**src/rtl/riscv_pkg.sv**
```systemverilog
// Shared register-file write-back types: register/select widths and the queued write-back entry.
// Entries carry their own valid and kill flags so a queue can cancel writes in place.
package riscv_pkg;

    localparam int REG_W = 32;
    localparam int SEL_W = 5;

    typedef struct packed {
        logic             valid;
        logic             kill;
        logic [SEL_W-1:0] sel;
        logic [REG_W-1:0] data;
    } wb_entry_t;

endpackage

```
**src/rtl/wb_fifo.sv**
```systemverilog
// Purpose: in-order write-back entry queue with an in-place kill-by-select port.
// Latency: a pushed entry is visible at head_dat one clock after the push edge.
// Backpressure: full is raised at DEPTH entries; the caller must not push while full.
module wb_fifo
    import riscv_pkg::*;
#(
    parameter int DEPTH = 2
) (
    input  logic                    clk,
    input  logic                    rst,
    input  logic                    push_vld,
    input  wb_entry_t               push_dat,
    input  logic                    pop_vld,
    input  logic                    kill_vld,
    input  logic [SEL_W-1:0]        kill_sel,
    output wb_entry_t               head_dat,
    output wb_entry_t [DEPTH-1:0]   slots,
    output logic                    full,
    output logic                    empty
);

    localparam int AW = (DEPTH > 1) ? $clog2(DEPTH) : 1;
    localparam logic [AW-1:0] PTR_ONE  = AW'(1);
    localparam logic [AW:0]   CNT_ONE  = (AW + 1)'(1);
    localparam logic [AW:0]   CNT_FULL = (AW + 1)'(DEPTH);

    wb_entry_t [DEPTH-1:0] mem;
    logic [AW-1:0]         wr_ptr;
    logic [AW-1:0]         rd_ptr;
    logic [AW:0]           count;

    assign head_dat = mem[rd_ptr];
    assign slots    = mem;
    assign full     = (count == CNT_FULL);
    assign empty    = (count == '0);

    always_ff @(posedge clk) begin
        if (rst) begin
            mem    <= '0;
            wr_ptr <= '0;
            rd_ptr <= '0;
            count  <= '0;
        end else begin
            // Killed entries stay queued so arrival order and pop slots are preserved.
            if (kill_vld) begin
                for (int i = 0; i < DEPTH; i++) begin
                    if (mem[i].valid && (mem[i].sel == kill_sel)) begin
                        mem[i].kill <= 1'b1;
                    end
                end
            end
            if (pop_vld) begin
                mem[rd_ptr].valid <= 1'b0;
                rd_ptr            <= rd_ptr + PTR_ONE;
            end
            if (push_vld) begin
                mem[wr_ptr] <= push_dat;
                wr_ptr      <= wr_ptr + PTR_ONE;
            end
            case ({push_vld, pop_vld})
                2'b10:   count <= count + CNT_ONE;
                2'b01:   count <= count - CNT_ONE;
                default: count <= count;
            endcase
        end
    end

endmodule

```
**src/rtl/regfile_wb_arbiter.sv**
```systemverilog
// Purpose: merges ALU and load results onto the single register-file write port; optional RAW scoreboard under WB_SCOREBOARD_EN.
// Latency: 1 clock for ALU and bypassed loads; queued loads wait for ALU-free cycles and older entries.
// Backpressure: ALU never stalls; ld_ready = !full, so loads are held by the producer while the queue is full.
module regfile_wb_arbiter
    import riscv_pkg::*;
#(
    parameter int DEPTH = 2
) (
    input  logic             clk,
    input  logic             rst,
    input  logic             alu_valid,
    input  logic [SEL_W-1:0] alu_rdsel,
    input  logic [REG_W-1:0] alu_data,
    input  logic             ld_valid,
    output logic             ld_ready,
    input  logic [SEL_W-1:0] ld_rdsel,
    input  logic [REG_W-1:0] ld_data,
`ifdef WB_SCOREBOARD_EN
    input  logic [SEL_W-1:0] rs1sel,
    input  logic [SEL_W-1:0] rs2sel,
    output logic             stall,
`endif
    output logic             enrd,
    output logic [SEL_W-1:0] rdsel,
    output logic [REG_W-1:0] rd
);

    wb_entry_t             fifo_head;
    wb_entry_t             fifo_push_dat;
    wb_entry_t [DEPTH-1:0] fifo_slots;
    logic                  fifo_full;
    logic                  fifo_empty;

    logic alu_live;
    logic ld_live;
    logic pop_vld;
    logic bypass;
    logic push_vld;

    // Writes to x0 never need the port, so they neither win arbitration nor enqueue.
    assign ld_ready = !rst && !fifo_full;
    assign alu_live = alu_valid && (alu_rdsel != '0);
    assign ld_live  = ld_valid && ld_ready && (ld_rdsel != '0);
    assign pop_vld  = !alu_live && !fifo_empty;
    assign bypass   = !alu_live && fifo_empty && ld_live;
    assign push_vld = ld_live && !bypass;

    always_comb begin
        fifo_push_dat       = '0;
        fifo_push_dat.valid = 1'b1;
        fifo_push_dat.kill  = alu_live && (alu_rdsel == ld_rdsel);
        fifo_push_dat.sel   = ld_rdsel;
        fifo_push_dat.data  = ld_data;
    end

    wb_fifo #(
        .DEPTH (DEPTH)
    ) u_fifo (
        .clk      (clk),
        .rst      (rst),
        .push_vld (push_vld),
        .push_dat (fifo_push_dat),
        .pop_vld  (pop_vld),
        .kill_vld (alu_live),
        .kill_sel (alu_rdsel),
        .head_dat (fifo_head),
        .slots    (fifo_slots),
        .full     (fifo_full),
        .empty    (fifo_empty)
    );

    always_ff @(posedge clk) begin
        if (rst) begin
            enrd  <= 1'b0;
            rdsel <= '0;
            rd    <= '0;
        end else if (alu_live) begin
            enrd  <= 1'b1;
            rdsel <= alu_rdsel;
            rd    <= alu_data;
        end else if (pop_vld) begin
            enrd  <= !fifo_head.kill;
            rdsel <= fifo_head.sel;
            rd    <= fifo_head.data;
        end else if (bypass) begin
            enrd  <= 1'b1;
            rdsel <= ld_rdsel;
            rd    <= ld_data;
        end else begin
            enrd  <= 1'b0;
        end
    end

`ifdef WB_SCOREBOARD_EN
    logic rs1_hit;
    logic rs2_hit;

    // The write on the port is not readable until its commit edge, so it counts as pending.
    always_comb begin
        rs1_hit = enrd && (rdsel == rs1sel);
        rs2_hit = enrd && (rdsel == rs2sel);
        for (int i = 0; i < DEPTH; i++) begin
            if (fifo_slots[i].valid && !fifo_slots[i].kill) begin
                if (fifo_slots[i].sel == rs1sel) rs1_hit = 1'b1;
                if (fifo_slots[i].sel == rs2sel) rs2_hit = 1'b1;
            end
        end
    end

    assign stall = (rs1_hit && (rs1sel != '0)) || (rs2_hit && (rs2sel != '0));
`else
    logic fifo_slots_unused;
    assign fifo_slots_unused = ^fifo_slots;
`endif

endmodule

```
**config.mk**
```make
export PLATFORM = sky130hd
export DESIGN_NAME = regfile_wb_arbiter
export DESIGN_NICKNAME = d
export VERILOG_FILES = /design/src/rtl/riscv_pkg.sv /design/src/rtl/wb_fifo.sv /design/src/rtl/regfile_wb_arbiter.sv
export SDC_FILE = /design/constraint.sdc
export NUM_CORES = 1
export LEC_CHECK = 0
export ABC_CLOCK_PERIOD_IN_PS = 3400
export CORE_MARGIN = 5
export CORE_UTILIZATION = 35
export DETAILED_ROUTE_END_ITERATION = 10
export HOLD_SLACK_MARGIN = 0.1
export PLACE_DENSITY = 0.54
export SYNTH_ARGS = -nofsm -noshare
export SYNTH_HDL_FRONTEND = slang
export SYNTH_SLANG_ARGS = --single-unit
```
**constraint.sdc**
```tcl
create_clock -name clk -period 3.4 [get_ports clk]
set_clock_uncertainty 0.05 [all_clocks]
set_input_delay 0.68 -clock clk [delete_from_list [all_inputs] [get_ports clk]]
set_output_delay 0.68 -clock clk [all_outputs]
set_load 0.02 [all_outputs]
```
Yosys cells after proc, flatten, opt, wreduce, memory -nomap -nowiden

Cells that the tools add are included.

Equal/unequal tests: 6
Magnitude comparators: 4
$add $sub $neg: 4
Muxes and demuxes: 27
Reductions and logical operators: 24

Operators by type and width:

| cell                                                                          | number |
|---|---|
| 78-bit 2-to-1 mux                                                             | 3 |
| 78-bit bitwise mux                                                            | 2 |
| 32-bit 2-to-1 mux                                                             | 3 |
| 39-bit demux with 1-bit select                                                | 2 |
| 39-bit 2-to-1 mux                                                             | 2 |
| 38-bit 2-to-1 mux                                                             | 2 |
| 5-bit == test                                                                 | 3 |
| 5-bit 2-to-1 mux                                                              | 3 |
| 1-bit logical AND                                                             | 13 |
| 5-bit nonzero test                                                            | 2 |
| 1-bit 2-to-1 mux                                                              | 9 |
| 1-bit zero test                                                               | 6 |
| 2-bit == test (second input constant)                                         | 2 |
| 1-bit by 2-bit less-than comparator with 1-bit output (second input constant) | 2 |
| 2-bit one-hot mux with 2 select lines                                         | 1 |
| 3-bit nonzero test                                                            | 1 |
| 1-bit adder (second input constant)                                           | 2 |
| 2-bit by 1-bit adder with 2-bit output (second input constant)                | 1 |
| 2-bit by 1-bit == test with 1-bit output (second input constant)              | 1 |
| 1-bit greater-or-equal comparator (second input constant)                     | 2 |
| 2-bit zero test                                                               | 1 |
| 2-bit nonzero test                                                            | 1 |
| 2-bit by 1-bit subtractor with 2-bit output (second input constant)           | 1 |

Register bits after elaboration: 120
Logic and storage cells: 79
Output and inout bits: 39

Depth between registers and ports, before layout

Word-level depth: 10
Gate-level depth with buffers: 10
Depth with buffers taken out: 7

Modules after synthesis

From an unflattened synthesis, not the netlist that was laid out.

Cell total of the unflattened synthesis: 776
Area total of the unflattened synthesis: 6302.3 um2

Modules (own cells, without submodules):

| module             | times used | cells an instance | area each (um2) |
|---|---|---|---|
| wb_fifo            | 1          | 429               | 3474.6 |
| regfile_wb_arbiter | 1          | 347               | 2827.7 |

Worst setup path before layout

No wires, ideal clock.

Path kind: input -> register
Start: in alu_rdsel[2]
End: reg u_fifo.count[1]
Buffers on the path: 3
Library setup time: 0.070 ns
Stages: 9
Data required time: 3.280 ns
Path slack: 0.831 ns
Arrival: 2.448 ns
Path through: buf_2 -> nor4_4 -> a31oi_2 -> buf_2 -> buf_2 -> nand3_1 -> ha_1 -> or3_1 -> a21oi_1

Cells in the longest elaborated chain, start to end: 9
Elaborated cells on any way between the ends: 12
Those cells by class: eq/ne: 2; mux: 1; reduce/logical: 9

RTL lines:

| item                                                                               | line                                               | RTL |
|---|---|---|
| from (decl)                                                                        | regfile_wb_arbiter.sv:12                           | `input logic [SEL_W-1:0] alu_rdsel,` |
| 5-bit nonzero test (*)                                                             | regfile_wb_arbiter.sv:42                           | `assign alu_live = alu_valid && (alu_rdsel != '0);` |
| 1-bit logical AND (*)                                                              | regfile_wb_arbiter.sv:42                           |  |
| 1-bit zero test (*)                                                                | regfile_wb_arbiter.sv:44, regfile_wb_arbiter.sv:45 |  |
| 1-bit logical AND (2 in a row)                                                     | regfile_wb_arbiter.sv:45                           | `assign bypass = !alu_live && fifo_empty && ld_live;` |
| 1-bit zero test                                                                    | regfile_wb_arbiter.sv:46                           | `assign push_vld = ld_live && !bypass;` |
| 1-bit logical AND                                                                  | regfile_wb_arbiter.sv:46                           |  |
| 2-bit by 1-bit == test with 1-bit output / 2-bit == test (equally long branches)   | wb_fifo.sv:60                                      | `case ({push_vld, pop_vld})` |
| 2-bit one-hot mux with 2 select lines / 2-bit nonzero test (equally long branches) | n/a                                                |  |
| to (signal assigned)                                                               | wb_fifo.sv:61                                      | `2'b10: count <= count + CNT_ONE;` |
| to (signal assigned)                                                               | wb_fifo.sv:62                                      | `2'b01: count <= count - CNT_ONE;` |
| to (signal assigned)                                                               | wb_fifo.sv:63                                      | `default: count <= count;` |
| to (decl)                                                                          | wb_fifo.sv:30                                      | `logic [AW:0] count;` |

Every way passes the cells marked *; elsewhere a longest branch is shown, timed or not.
A chain may end at the register's enable or synchronous reset.

Worst setup path in the final report

Start: reg u_fifo.count[1]
End: out ld_ready

Cells in the longest elaborated chain, start to end: 3

RTL lines:

| item              | line                     | RTL |
|---|---|---|
| 2-bit == test     | wb_fifo.sv:34            | `assign full = (count == CNT_FULL);` |
| 1-bit zero test   | regfile_wb_arbiter.sv:41 | `assign ld_ready = !rst && !fifo_full;` |
| 1-bit logical AND | regfile_wb_arbiter.sv:41 |  |
| to (decl)         | regfile_wb_arbiter.sv:15 | `output logic ld_ready,` |

Every way passes these cells.

==> results.sh <==
export IMPL_final_core_util=0.4527
export IMPL_finalSetupViolCount=0
export IMPL_num_vias=6588
export IMPL_root_buffer="clkbuf_16"
export IMPL_cts_made_buffers=17
export IMPL_synthFlopType="dfxtp_1"
export IMPL_worstPathArrival_ns=1.82
export IMPL_avgSynthCellArea_um2=8.780
export IMPL_hold_violations=0
export IMPL_yosysWarnings=0
export IMPL_place_congestion=0.8468
export IMPL_grt_pass1_wl_mm=36.39
export IMPL_synth_edf_count=0
export IMPL_rsz0062_at_grt="no"
export IMPL_drtAntennaViolNets=0
export IMPL_run_status="complete, no violations"
export IMPL_critPathKind="reg -> out"
export IMPL_cp_required_ns=2.67
export IMPL_post_cts_buffers=0
export IMPL_post_cts_resized=0
export IMPL_ys_seq_area_frac=0.3668
export IMPL_slew_violations=0
export IMPL_nNetsFinal=880
export IMPL_path_clk_slew_ns=0.05
export IMPL_grt_max_degree=84
export IMPL_endpoint="ld_ready"
export IMPL_syn_area_um2=6550
export IMPL_peakVddDrop_mv=0.3830
export IMPL_worst_hold_slack_ns=0.4144
export IMPL_dieHeight_um=146.8
export IMPL_clock_sinks=120
export IMPL_critPathMaxFanout=7
export IMPL_htreeDepth=4
export IMPL_firstDrtPassIters=5
export IMPL_synth_mux_area_frac=0.05196
export IMPL_start_kind="register"
export IMPL_synth_simple_area_share=0.1280
export IMPL_synthXorXnorAreaFrac=0.02407
export IMPL_area_growth_pct=28.41
export IMPL_synth_top_area_frac=0.3668
export IMPL_finalPower_mw=5.678
export IMPL_hpwl_mm=13.75
export IMPL_cts_tree="yes"
export IMPL_slew_headroom=0.3786
export IMPL_row_count=50
export IMPL_layout_drive_gt1_share=0.1181
export IMPL_core_area_um2=18580
export IMPL_synth_top_family_by_area="compound AO/OA/AOI/OAI gates"
export IMPL_synth_compound_gate_area_share=0.3394
export IMPL_synthTopCellsByArea="dfxtp_1 (37%), nand4_1 (7.4%), a211oi_1 (7.1%)"
export IMPL_drc=0
export IMPL_drt_total_wl_mm=22.74
export IMPL_synth_nets=825
export IMPL_io_pins=117
export IMPL_synth_top_area_cell="dfxtp_1"
export IMPL_grt_pass1_vias=6700
export IMPL_ys_types=45
export IMPL_fmax_ghz=0.3919
export IMPL_yosysMostFrequentCell="dfxtp_1"
export IMPL_antenna_found_initial=1
export IMPL_drv_cap=0
export IMPL_cts_buffer_depth=2
export IMPL_layout_min_cycle_time_ns=2.552
export IMPL_reg2reg_depth=5
export IMPL_worstMarginPinSlew_ns=0.9321
export IMPL_regToRegEndpoint="rd[31]"
export IMPL_ys_ff_latch=120
export IMPL_final_cell_area_um2=8411
export IMPL_syn_inst=746
export IMPL_initial_utilization=0.3525
export IMPL_placed_area_um2=7795
export IMPL_drtIter0Drc=460
export IMPL_hold_path_class="reg -> reg"
export IMPL_powerDensity_nw_per_um2=675.1
export IMPL_grt_total_usage=0.2071
export IMPL_p_leak_nw=2.642
export IMPL_finalCritPeriodShare=0.7505
export IMPL_avgViaCountPerCell=6.292
export IMPL_antennaDiodeCount=0
export IMPL_synth_adder_area_share=0.001910
export IMPL_wl_per_cell_um=21.72
export IMPL_r2r_start="u_fifo.count[0]"
export IMPL_clk_latency_ns=0.42
export IMPL_cts_hold_buf=0
export IMPL_end_kind="output port"
export IMPL_r2r_slack_ns=1.07
export IMPL_cp_startpoint="u_fifo.count[1]"
export IMPL_numPortBuffers=116
export IMPL_fin_setup_tns_ns=0
export IMPL_async_flop_share=0
export IMPL_die_area_um2=21550
export IMPL_die_w_um=146.8
export IMPL_gr_total_overflow=0
export IMPL_synth_common_cells="dfxtp_1 (120), a21oi_1 (79), nand4_1 (77)"
[cells by family after synthesis]
group / count (synthesis)
buf+inv: 116
fa+ha+maj: 1
flops: 120
simple gates: 145
xor+xnor: 18
mux: 34
compound gates: 312
[cell type report]
type	count	area, um2
sequential	120	2404
multi-input combinational	510	3621
inverter	7	26.28
tap	234	292.8
fill	1764	10170
clock buffer	23	498.0
clock inverter	8	117.6
timing repair buffer	145	1451
[critical path: stages, from the launching register on]
cell	delay (ns)
dfxtp_1	0.44
nor2b_4	0.34
nor2_1	0.07
clkdlybuf4s50_1	0.55
[per-layer routing]
metal  up-vias  GRT usage  part of all wire
li1       3041          -                 -
met1      3232     0.2655              0.44
met2       276     0.3429              0.48
met3        37    0.04442             0.064
met4         2    0.07667             0.019
met5         -          0           0.00057
[flip-flops by register name, summed over array words and instances (netlist names)]
name,count
u_fifo.wr_ptr,1
rdsel,5
u_fifo.count,2
rd,32
u_fifo.rd_ptr,1
u_fifo.slots,78
enrd,1
[worst min-delay path by stage]
stage	start	endpoint	slack, ns	cells after the start
after floorplan	u_fifo.slots[39]	u_fifo.slots[39]	0.39	2
after global placement	u_fifo.slots[42]	u_fifo.slots[42]	0.40	2
after detailed placement	u_fifo.slots[39]	u_fifo.slots[39]	0.41	2
after CTS	u_fifo.slots[39]	u_fifo.slots[39]	0.42	2
after global routing	u_fifo.slots[51]	u_fifo.slots[51]	0.44	2
final	u_fifo.slots[39]	u_fifo.slots[39]	0.41	2
[power by group]
part / internal (mW) / total, mW / switching [mW]
registers: 1.58 / 1.74 / 0.158
logic: 0.804 / 2.05 / 1.25
clock network: 1.24 / 1.88 / 0.643
total: 3.63 / 5.68 / 2.05
[cells in the final DEF (no fill, tap or decap), types with 2 or more instances in the layout]
cell | netlist | final
a31oi_1 | 4 | 4
o21ai_0 | 31 | 31
clkdlybuf4s50_1 | 0 | 115
o41ai_1 | 32 | 32
dfxtp_1 | 120 | 119
nor2_1 | 6 | 6
a2bb2oi_1 | 3 | 3
o22ai_1 | 4 | 4
a221oi_1 | 5 | 5
clkbuf_8 | 0 | 5
bufinv_16 | 0 | 3
o2111ai_1 | 4 | 4
nand4_1 | 77 | 77
buf_4 | 6 | 24
clkbuf_16 | 0 | 17
and2_1 | 5 | 4
o211ai_1 | 2 | 2
o31ai_2 | 20 | 20
clkinv_2 | 0 | 4
buf_12 | 0 | 6
nand3_1 | 4 | 4
mux2i_1 | 34 | 34
nor3_1 | 7 | 6
inv_1 | 7 | 7
a311oi_1 | 2 | 2
a211oi_1 | 62 | 62
nor4_1 | 2 | 2
xnor2_1 | 6 | 6
a21oi_1 | 79 | 79
nand2_1 | 35 | 34
xor2_1 | 12 | 12
o31ai_1 | 58 | 58
[stage by stage]
stage | instances | setup slack (ns)
3_3_place_gp | 1016 | 0.4160
3_5_place_dp | 1016 | 0.4024
5_1_grt | 1047 | 0.6894
4_1_cts | 1047 | 0.8285
2_1_floorplan | 746 | 0.8313
6_report | 1047 | 0.8483
Note: power is estimated with default switching activity, not from simulation.
